===== config.mk =====
export PLATFORM = sky130hd
export DESIGN_NAME = agu_alu_bus_datapath
export DESIGN_NICKNAME = d
export VERILOG_FILES = /design/src/rtl/agu_alu_bus_datapath.sv
export SDC_FILE = /design/constraint.sdc
export NUM_CORES = 2
export LEC_CHECK = 0
export ABC_AREA = 1
export CORE_ASPECT_RATIO = 2
export CORE_MARGIN = 2
export CORE_UTILIZATION = 50
export CTS_CLUSTER_DIAMETER = 150
export DETAILED_ROUTE_END_ITERATION = 6
export MAX_ROUTING_LAYER = met4
export PLACE_DENSITY = 0.76
export SETUP_SLACK_MARGIN = 0.15
export SLEW_MARGIN = 20
export SYNTH_ARGS = -nofsm -noshare
export SYNTH_HDL_FRONTEND = slang
export SYNTH_SLANG_ARGS = --single-unit

===== constraint.sdc =====
create_clock -name clock -period 8.78 [get_ports clock]
set_input_delay 2.195 -clock clock [delete_from_list [all_inputs] [get_ports clock]]
set_output_delay 2.195 -clock clock [all_outputs]
set_load 0.005 [all_outputs]

===== src/rtl/agu_alu_bus_datapath.sv =====
// Execution/memory datapath slice: combinational AGU, registered ALU with flags,
// and a combinational big-endian bus interface with lane steering and alignment checks.
module agu_alu_bus_datapath (
    input  logic        clock,
    input  logic        reset,
    input  logic        memory_access_cycle,
    input  logic [31:0] pc,
    input  logic [31:0] base_address,
    input  logic        immediate_mode,
    input  logic [15:0] immediate,
    input  logic [31:0] register_data,
    input  logic        memory_read,
    input  logic        memory_write,
    input  logic [1:0]  memory_cycle_width,
    input  logic [31:0] store_data,
    output logic [31:0] agu_result,
    input  logic [4:0]  alu_op,
    input  logic [31:0] alu_reg2,
    input  logic [31:0] alu_reg3,
    input  logic        carry_in,
    output logic [31:0] alu_result,
    output logic        carry_out,
    output logic        zero_out,
    output logic        neg_out,
    output logic        over_out,
    output logic [29:0] address,
    input  logic [31:0] data_in,
    output logic [31:0] data_out,
    output logic [3:0]  data_strobes,
    output logic        read,
    output logic        write,
    output logic        bus_error,
    output logic [31:0] cpu_data_in
);

    localparam logic [4:0] OP_ADD  = 5'd0,  OP_ADDC = 5'd1,  OP_SUB  = 5'd2,  OP_SUBC = 5'd3;
    localparam logic [4:0] OP_AND  = 5'd4,  OP_OR   = 5'd5,  OP_XOR  = 5'd6,  OP_COPY = 5'd7;
    localparam logic [4:0] OP_COMP = 5'd8,  OP_BIT  = 5'd9,  OP_NOT  = 5'd10, OP_NEG  = 5'd11;
    localparam logic [4:0] OP_LSL  = 5'd12, OP_LSR  = 5'd13, OP_ASR  = 5'd14, OP_MULU = 5'd15;

    localparam logic [1:0] W_BYTE = 2'b00, W_WORD = 2'b01, W_LONG = 2'b10;

    logic [31:0] eff_addr;
    logic [1:0]  eff_width;
    logic        eff_read;
    logic        eff_write;
    logic        misaligned;
    logic        err;
    logic [3:0]  lane_strobes;
    logic [7:0]  byte_lane;

    always_comb begin
        agu_result = base_address + (immediate_mode ? {{16{immediate[15]}}, immediate} : register_data);
    end

    always_comb begin
        eff_addr  = memory_access_cycle ? agu_result : pc;
        eff_width = memory_access_cycle ? memory_cycle_width : W_LONG;
        eff_read  = memory_access_cycle ? memory_read : 1'b1;
        eff_write = memory_access_cycle ? memory_write : 1'b0;

        case (eff_width)
            W_BYTE:  misaligned = 1'b0;
            W_WORD:  misaligned = eff_addr[0];
            W_LONG:  misaligned = (eff_addr[1:0] != 2'b00);
            default: misaligned = 1'b1;
        endcase
        err = (eff_read | eff_write) & misaligned;

        case (eff_addr[1:0])
            2'd0:    byte_lane = data_in[31:24];
            2'd1:    byte_lane = data_in[23:16];
            2'd2:    byte_lane = data_in[15:8];
            default: byte_lane = data_in[7:0];
        endcase

        // Lane 0 (bits 31:24) holds the lowest byte address: big-endian bus.
        case (eff_width)
            W_BYTE: begin
                lane_strobes = 4'b1000 >> eff_addr[1:0];
                cpu_data_in  = {24'd0, byte_lane};
                data_out     = {4{store_data[7:0]}};
            end
            W_WORD: begin
                lane_strobes = eff_addr[1] ? 4'b0011 : 4'b1100;
                cpu_data_in  = eff_addr[1] ? {16'd0, data_in[15:0]} : {16'd0, data_in[31:16]};
                data_out     = {2{store_data[15:0]}};
            end
            W_LONG: begin
                lane_strobes = 4'b1111;
                cpu_data_in  = data_in;
                data_out     = store_data;
            end
            default: begin
                lane_strobes = 4'b0000;
                cpu_data_in  = 32'd0;
                data_out     = store_data;
            end
        endcase
        if (!memory_access_cycle) begin
            data_out = 32'd0;
        end

        address      = eff_addr[31:2];
        bus_error    = err;
        read         = eff_read & ~err;
        write        = eff_write & ~err;
        data_strobes = (err || !(eff_read || eff_write)) ? 4'b0000 : lane_strobes;
    end

    logic [32:0] wide;
    logic [31:0] result_next;
    logic        carry_next;
    logic        over_next;
    logic [4:0]  shift_amount;

    always_comb begin
        wide         = 33'd0;
        result_next  = 32'd0;
        carry_next   = 1'b0;
        over_next    = 1'b0;
        shift_amount = alu_reg3[4:0];
        case (alu_op)
            OP_ADD, OP_ADDC: begin
                wide        = {1'b0, alu_reg2} + {1'b0, alu_reg3} + {32'd0, (alu_op == OP_ADDC) & carry_in};
                result_next = wide[31:0];
                carry_next  = wide[32];
                over_next   = (alu_reg2[31] == alu_reg3[31]) && (wide[31] != alu_reg2[31]);
            end
            OP_SUB, OP_SUBC, OP_COMP: begin
                // Bit 32 of the 33-bit difference is the borrow.
                wide        = {1'b0, alu_reg2} - {1'b0, alu_reg3} - {32'd0, (alu_op == OP_SUBC) & carry_in};
                result_next = wide[31:0];
                carry_next  = wide[32];
                over_next   = (alu_reg2[31] != alu_reg3[31]) && (wide[31] != alu_reg2[31]);
            end
            OP_NEG: begin
                wide        = 33'd0 - {1'b0, alu_reg3};
                result_next = wide[31:0];
                carry_next  = wide[32];
                over_next   = alu_reg3[31] & wide[31];
            end
            OP_AND, OP_BIT: result_next = alu_reg2 & alu_reg3;
            OP_OR:          result_next = alu_reg2 | alu_reg3;
            OP_XOR:         result_next = alu_reg2 ^ alu_reg3;
            OP_COPY:        result_next = alu_reg3;
            OP_NOT:         result_next = ~alu_reg3;
            OP_LSL: begin
                // Extra bit beside the operand catches the last bit shifted out.
                wide        = {1'b0, alu_reg2} << shift_amount;
                result_next = wide[31:0];
                carry_next  = wide[32];
            end
            OP_LSR: begin
                wide        = {alu_reg2, 1'b0} >> shift_amount;
                result_next = wide[32:1];
                carry_next  = wide[0];
            end
            OP_ASR: begin
                wide        = $signed({alu_reg2, 1'b0}) >>> shift_amount;
                result_next = wide[32:1];
                carry_next  = wide[0];
            end
            OP_MULU:        result_next = alu_reg2 * alu_reg3;
            default:        result_next = 32'd0;
        endcase
    end

    always_ff @(posedge clock) begin
        if (reset) begin
            alu_result <= 32'd0;
            carry_out  <= 1'b0;
            zero_out   <= 1'b0;
            neg_out    <= 1'b0;
            over_out   <= 1'b0;
        end else begin
            alu_result <= result_next;
            carry_out  <= carry_next;
            zero_out   <= (result_next == 32'd0);
            neg_out    <= result_next[31];
            over_out   <= over_next;
        end
    end

endmodule


==> qor_table.md, run 1 <==
| Result | Reported |
|:---|:---|
| Share of the synthesized area in compound gates (AO/OA/AOI/OAI) | 0.146 |
| Gpl congestion | 1.23 |
| Standard-cell rows | 131 |
| Synth top area cells | fa_1, nand2_1, inv_1 |
| Mapped Nets | 6,157 |
| Most numerous cell types in the synthesized netlist | nand2_1, inv_1, fa_1 |
| Largest net degree at the start of global routing | 64 |
| Number of synthesized register bits | 35 |
| Sequential share of the synthesized area | 0.0219 |
| Number of global-route vias before repair | 51,041 |
| Port bufs | 422 |
| Multiplexer area fraction after synthesis | 0.00901 |
| Gate count after technology mapping | 5,207 |
| # H-tree levels | 2 |
| Synth Warn # | 0 |
| Global route total overflow | 983 |
| Combinational family with the most area after synthesis | adder cells |
| CTS hold repair buffers | 0 |
| Initial core utilization | 0.504 |
| Largest buffer count on any clock path | 2 |
| Proportion of synthesized flip-flops having asynchronous set or reset | 0 |
| Clock sinks | 35 |
| Die outline height | 362 microns |
| Synth Area per Inst | 6.16 sq um |
| Post-Synth Adder-Cell Area | 0.368 |
| First-pass GRT wire length | 380 mm |
| Stage reached | global routing (5_1_grt) |
| Cell area after technology mapping | 32,100 sq um |
| Post-synthesis xor/xnor area fraction | 0.0131 |
| Top Ports | 423 |
| Dominant synthesized flop cell | dfxtp_1 |
| Biggest area consumer among synthesized cells | fa_1 |
| Detail Placement HPWL | 158 mm |
| Die Width | 183 microns |
| Status | did not finish |
| Netlist cell types | 63 |
| CTS root buffer | clkbuf_16 |
| Top-count cell post-synth | nand2_1 |
| Area share of the largest cell type after synthesis | 0.258 |
| Log Error | [ERROR GRT-0116] Global routing finished with congestion. Check the congestion regions in the DRC Viewer. |
| GRT Resource Usage Total | 0.783 |
| Number of clock buffers inserted by TritonCTS | 5 |
| Number of flops mapped to enable cells by yosys | 0 |
| Area share of and/or/nand/nor cells after synthesis | 0.277 |
## repair_timing
item / 4_1_cts
cloned: 11
buffers inserted: 107
gates resized for setup: 310
pin swaps: 161
endpoints found under the setup margin: 40
## layer usage
metal	global-route usage	GRT overflow
met1	0.734	14
met2	0.992	647
met4	0.838	304
met3	0.541	18
met5	-	-
## logic make-up after synthesis
kind of cell	count (synthesis)
flip-flops	35
multiplexers	27
buffers and inverters	1381
adder cells (fa/ha/maj)	696
XOR/XNOR	48
AND/OR/NAND/NOR	2188
AO/OA/AOI/OAI	832
## per-stage QoR
step | instance area [sq um] | worst slack (ns) | hold slack [ns] | instances
after floorplan | 32200 | 0.147 | 2.48 | 5207
after global placement | 40100 | -1.01 | 2.90 | 6621
after detailed placement | 40100 | -1.09 | 2.90 | 6621
after CTS | 42200 | -0.0368 | 2.75 | 6747
==> run 2: changes to the inputs <==
==> config.mk (replaced) <==
export PLATFORM = sky130hd
export DESIGN_NAME = agu_alu_bus_datapath
export DESIGN_NICKNAME = d
export VERILOG_FILES = /design/src/rtl/agu_alu_bus_datapath.sv
export SDC_FILE = /design/constraint.sdc
export NUM_CORES = 2
export LEC_CHECK = 0
export ABC_AREA = 1
export CORE_MARGIN = 2
export CORE_UTILIZATION = 35
export DETAILED_ROUTE_END_ITERATION = 6
export PLACE_DENSITY_LB_ADDON = 0.15
export SLEW_MARGIN = 20
export SYNTH_ARGS = -nofsm -noshare
export SYNTH_HDL_FRONTEND = slang
export SYNTH_SLANG_ARGS = --single-unit
==> constraint.sdc (replaced) <==
create_clock -name clock -period 11.41 [get_ports clock]
set_input_delay 2.8525 -clock clock [delete_from_list [all_inputs] [get_ports clock]]
set_output_delay 2.8525 -clock clock [all_outputs]
set_load 0.005 [all_outputs]
==> qor_table.md, run 2 <==
| Result | Reported |
|:---|:---|
| Cts repair resizes | 0 |
| Fin Setup TNS | 0 ns |
| CTS root buffer | clkbuf_16 |
| Drt pass-1 iters | 7 |
| Post-Place Cells | 6,708 |
| Post-route insts no fill | 6,718 |
| Buffer and inverter count on the worst path | 7 |
| Period utilisation layout | 0.935 |
| Synth top area cells | fa_1, nand2_1, inv_1 |
| Die Width | 307 microns |
| Vias per std cell | 5.34 |
| Relative max-transition margin | 0.258 |
| Synth Area per Inst | 6.16 sq um |
| Number of global-route vias before repair | 35,491 |
| Area share of the largest cell type after synthesis | 0.258 |
| Status | finished, violations left |
| Global route total overflow | 0 |
| Area growth syn-to-layout | 18.4% |
| # H-tree levels | 2 |
| Synth Warn # | 0 |
| Req. time, crit path | 11.66 ns |
| Final worst path period need | 10.67 ns |
| Clock tree from TritonCTS | done |
| Gate count after technology mapping | 5,207 |
| Proportion of synthesized flip-flops having asynchronous set or reset | 0 |
| Critical path's most frequent cell | fa_1 |
| Critical path data arrival time | 10.92 ns |
| Post-Layout Inst Area | 38,000 sq um |
| Standard-cell rows | 111 |
| Total number of vias | 35,854 |
| Mapped Nets | 6,157 |
| Number of flops mapped to enable cells by yosys | 0 |
| Drt first-iter violations | 3,380 |
| Most flops, register | alu_result |
| Largest net degree at the start of global routing | 68 |
| CTS hold repair buffers | 0 |
| Core area | 91,200 sq um |
| Max FFs per register | 32 |
| Number of synthesized register bits | 35 |
| Final Total Pwr | 13.4 mW |
| WL per Instance | 24.5 microns |
| Largest buffer count on any clock path | 2 |
| Worst Hold Margin | 3.38 ns |
| Port bufs | 422 |
| Final core utilization | 0.416 |
| Wirelength, routed | 165 mm |
| RSZ-0062 raised after global routing | false |
| DRC violations left | 2 |
| Worst setup path class | input port to flop |
| PD cells | 352 nW/um^2 |
| GRT Resource Usage Total | 0.345 |
| Cell area after technology mapping | 32,100 sq um |
| Most numerous cell types in the synthesized netlist | nand2_1, inv_1, fa_1 |
| Top Ports | 423 |
| Share of post-route cells with drive strength above 1 | 0.0353 |
| Max rail drop VDD | 0.633 mV |
| Crit path setup slack, layout | 0.737 ns |
| CP endpoint kind | flop |
| Antenna viol nets, final | 0 |
| Max stage delay on crit path | 0.95 ns |
| Commonest non-fill, non-tap cell in the layout | nand2_1 |
| Gpl congestion | 1.05 |
| Number of clock buffers inserted by TritonCTS | 5 |
| Clk pin slew, worst setup/hold paths | 0.07 ns |
| Commonest cells after routing, fill and taps aside | nand2_1, inv_1, fa_1 |
| Standard cell area after detailed placement | 37,800 sq um |
| Number of max-cap violations | 0 |
| Worst-margin pin slew | 1.10 ns |
| DIE AREA | 94,100 sq um |
| Die outline height | 307 microns |
| Final-report max-slew violation count | 0 |
| Violated checks | DRC |
| Worst min-delay path category | input port to flop |
| Biggest area consumer among synthesized cells | fa_1 |
| Initial core utilization | 0.351 |
| Final-report setup violation count | 0 |
| Net count, final | 6,479 |
| Number of antenna violations at the first check in global routing | 10 |
| Crit path launch type | input port |
| Detail Placement HPWL | 140 mm |
| Top-count cell post-synth | nand2_1 |
| Static power due to leakage | 21.0 nW |
| Dominant synthesized flop cell | dfxtp_1 |
| Crit-path max FO | 12 |
| First-pass GRT wire length | 239 mm |
| Post-Place Setup Slack | 0.493 ns |
| # Post-CTS Setup Buffers | 0 |
| Clock sinks | 35 |
| Family with the most delay on the worst path | adder cells |
| Sequential share of the synthesized area | 0.0219 |
| Maximum operating frequency | 0.0937 GHz |
| Netlist cell types | 63 |
| Total count of hold-check failures in the final report | 0 |
| Slowest-stage cell, CP | clkdlybuf4s50_1 |
-- run 2: logic make-up after synthesis --
family | count (synthesis) | share of synthesized area
flops | 35 | 0.0219
buf+inv | 1381 | 0.165
simple gates | 2188 | 0.277
fa+ha+maj | 696 | 0.368
mux | 27 | 0.00901
compound gates | 832 | 0.146
xor+xnor | 48 | 0.0131
-- run 2: path summary, 6_finish.rpt --
check                 cells after the start    startpoint        endpoint
worst max-delay path                     31  alu_reg2[10]        zero_out
worst min-delay path                      3         reset  alu_result[20]
-- run 2: power breakdown --
part | switching [mW] | internal [mW] | leakage (nW) | total [mW]
clock network | 0.0690 | 0.0858 | 0.0727 | 0.155
registers | 0.0150 | 0.149 | 0.287 | 0.164
logic | 8.14 | 4.91 | 20.6 | 13.1
total | 8.23 | 5.15 | 21.0 | 13.4
-- run 2: routing by layer --
metal / wire length, microns / track usage
met4: 8310 / 0.149
met1: 70200 / 0.461
met2: 73100 / 0.552
met3: 12800 / 0.0527
met5: 69 / 0
-- run 2: cell type report --
cell class | instances | area [sq um]
fillers | 9900 | 53300
multi-input cells | 3791 | 26100
repair buffers | 543 | 5200
inverters | 1153 | 4330
well taps | 1186 | 1480
flip-flops and latches | 35 | 701
clock buffers | 6 | 139
diodes | 3 | 7.51
clock inverters | 1 | 5.00
Power figures use the tool's default switching activity.
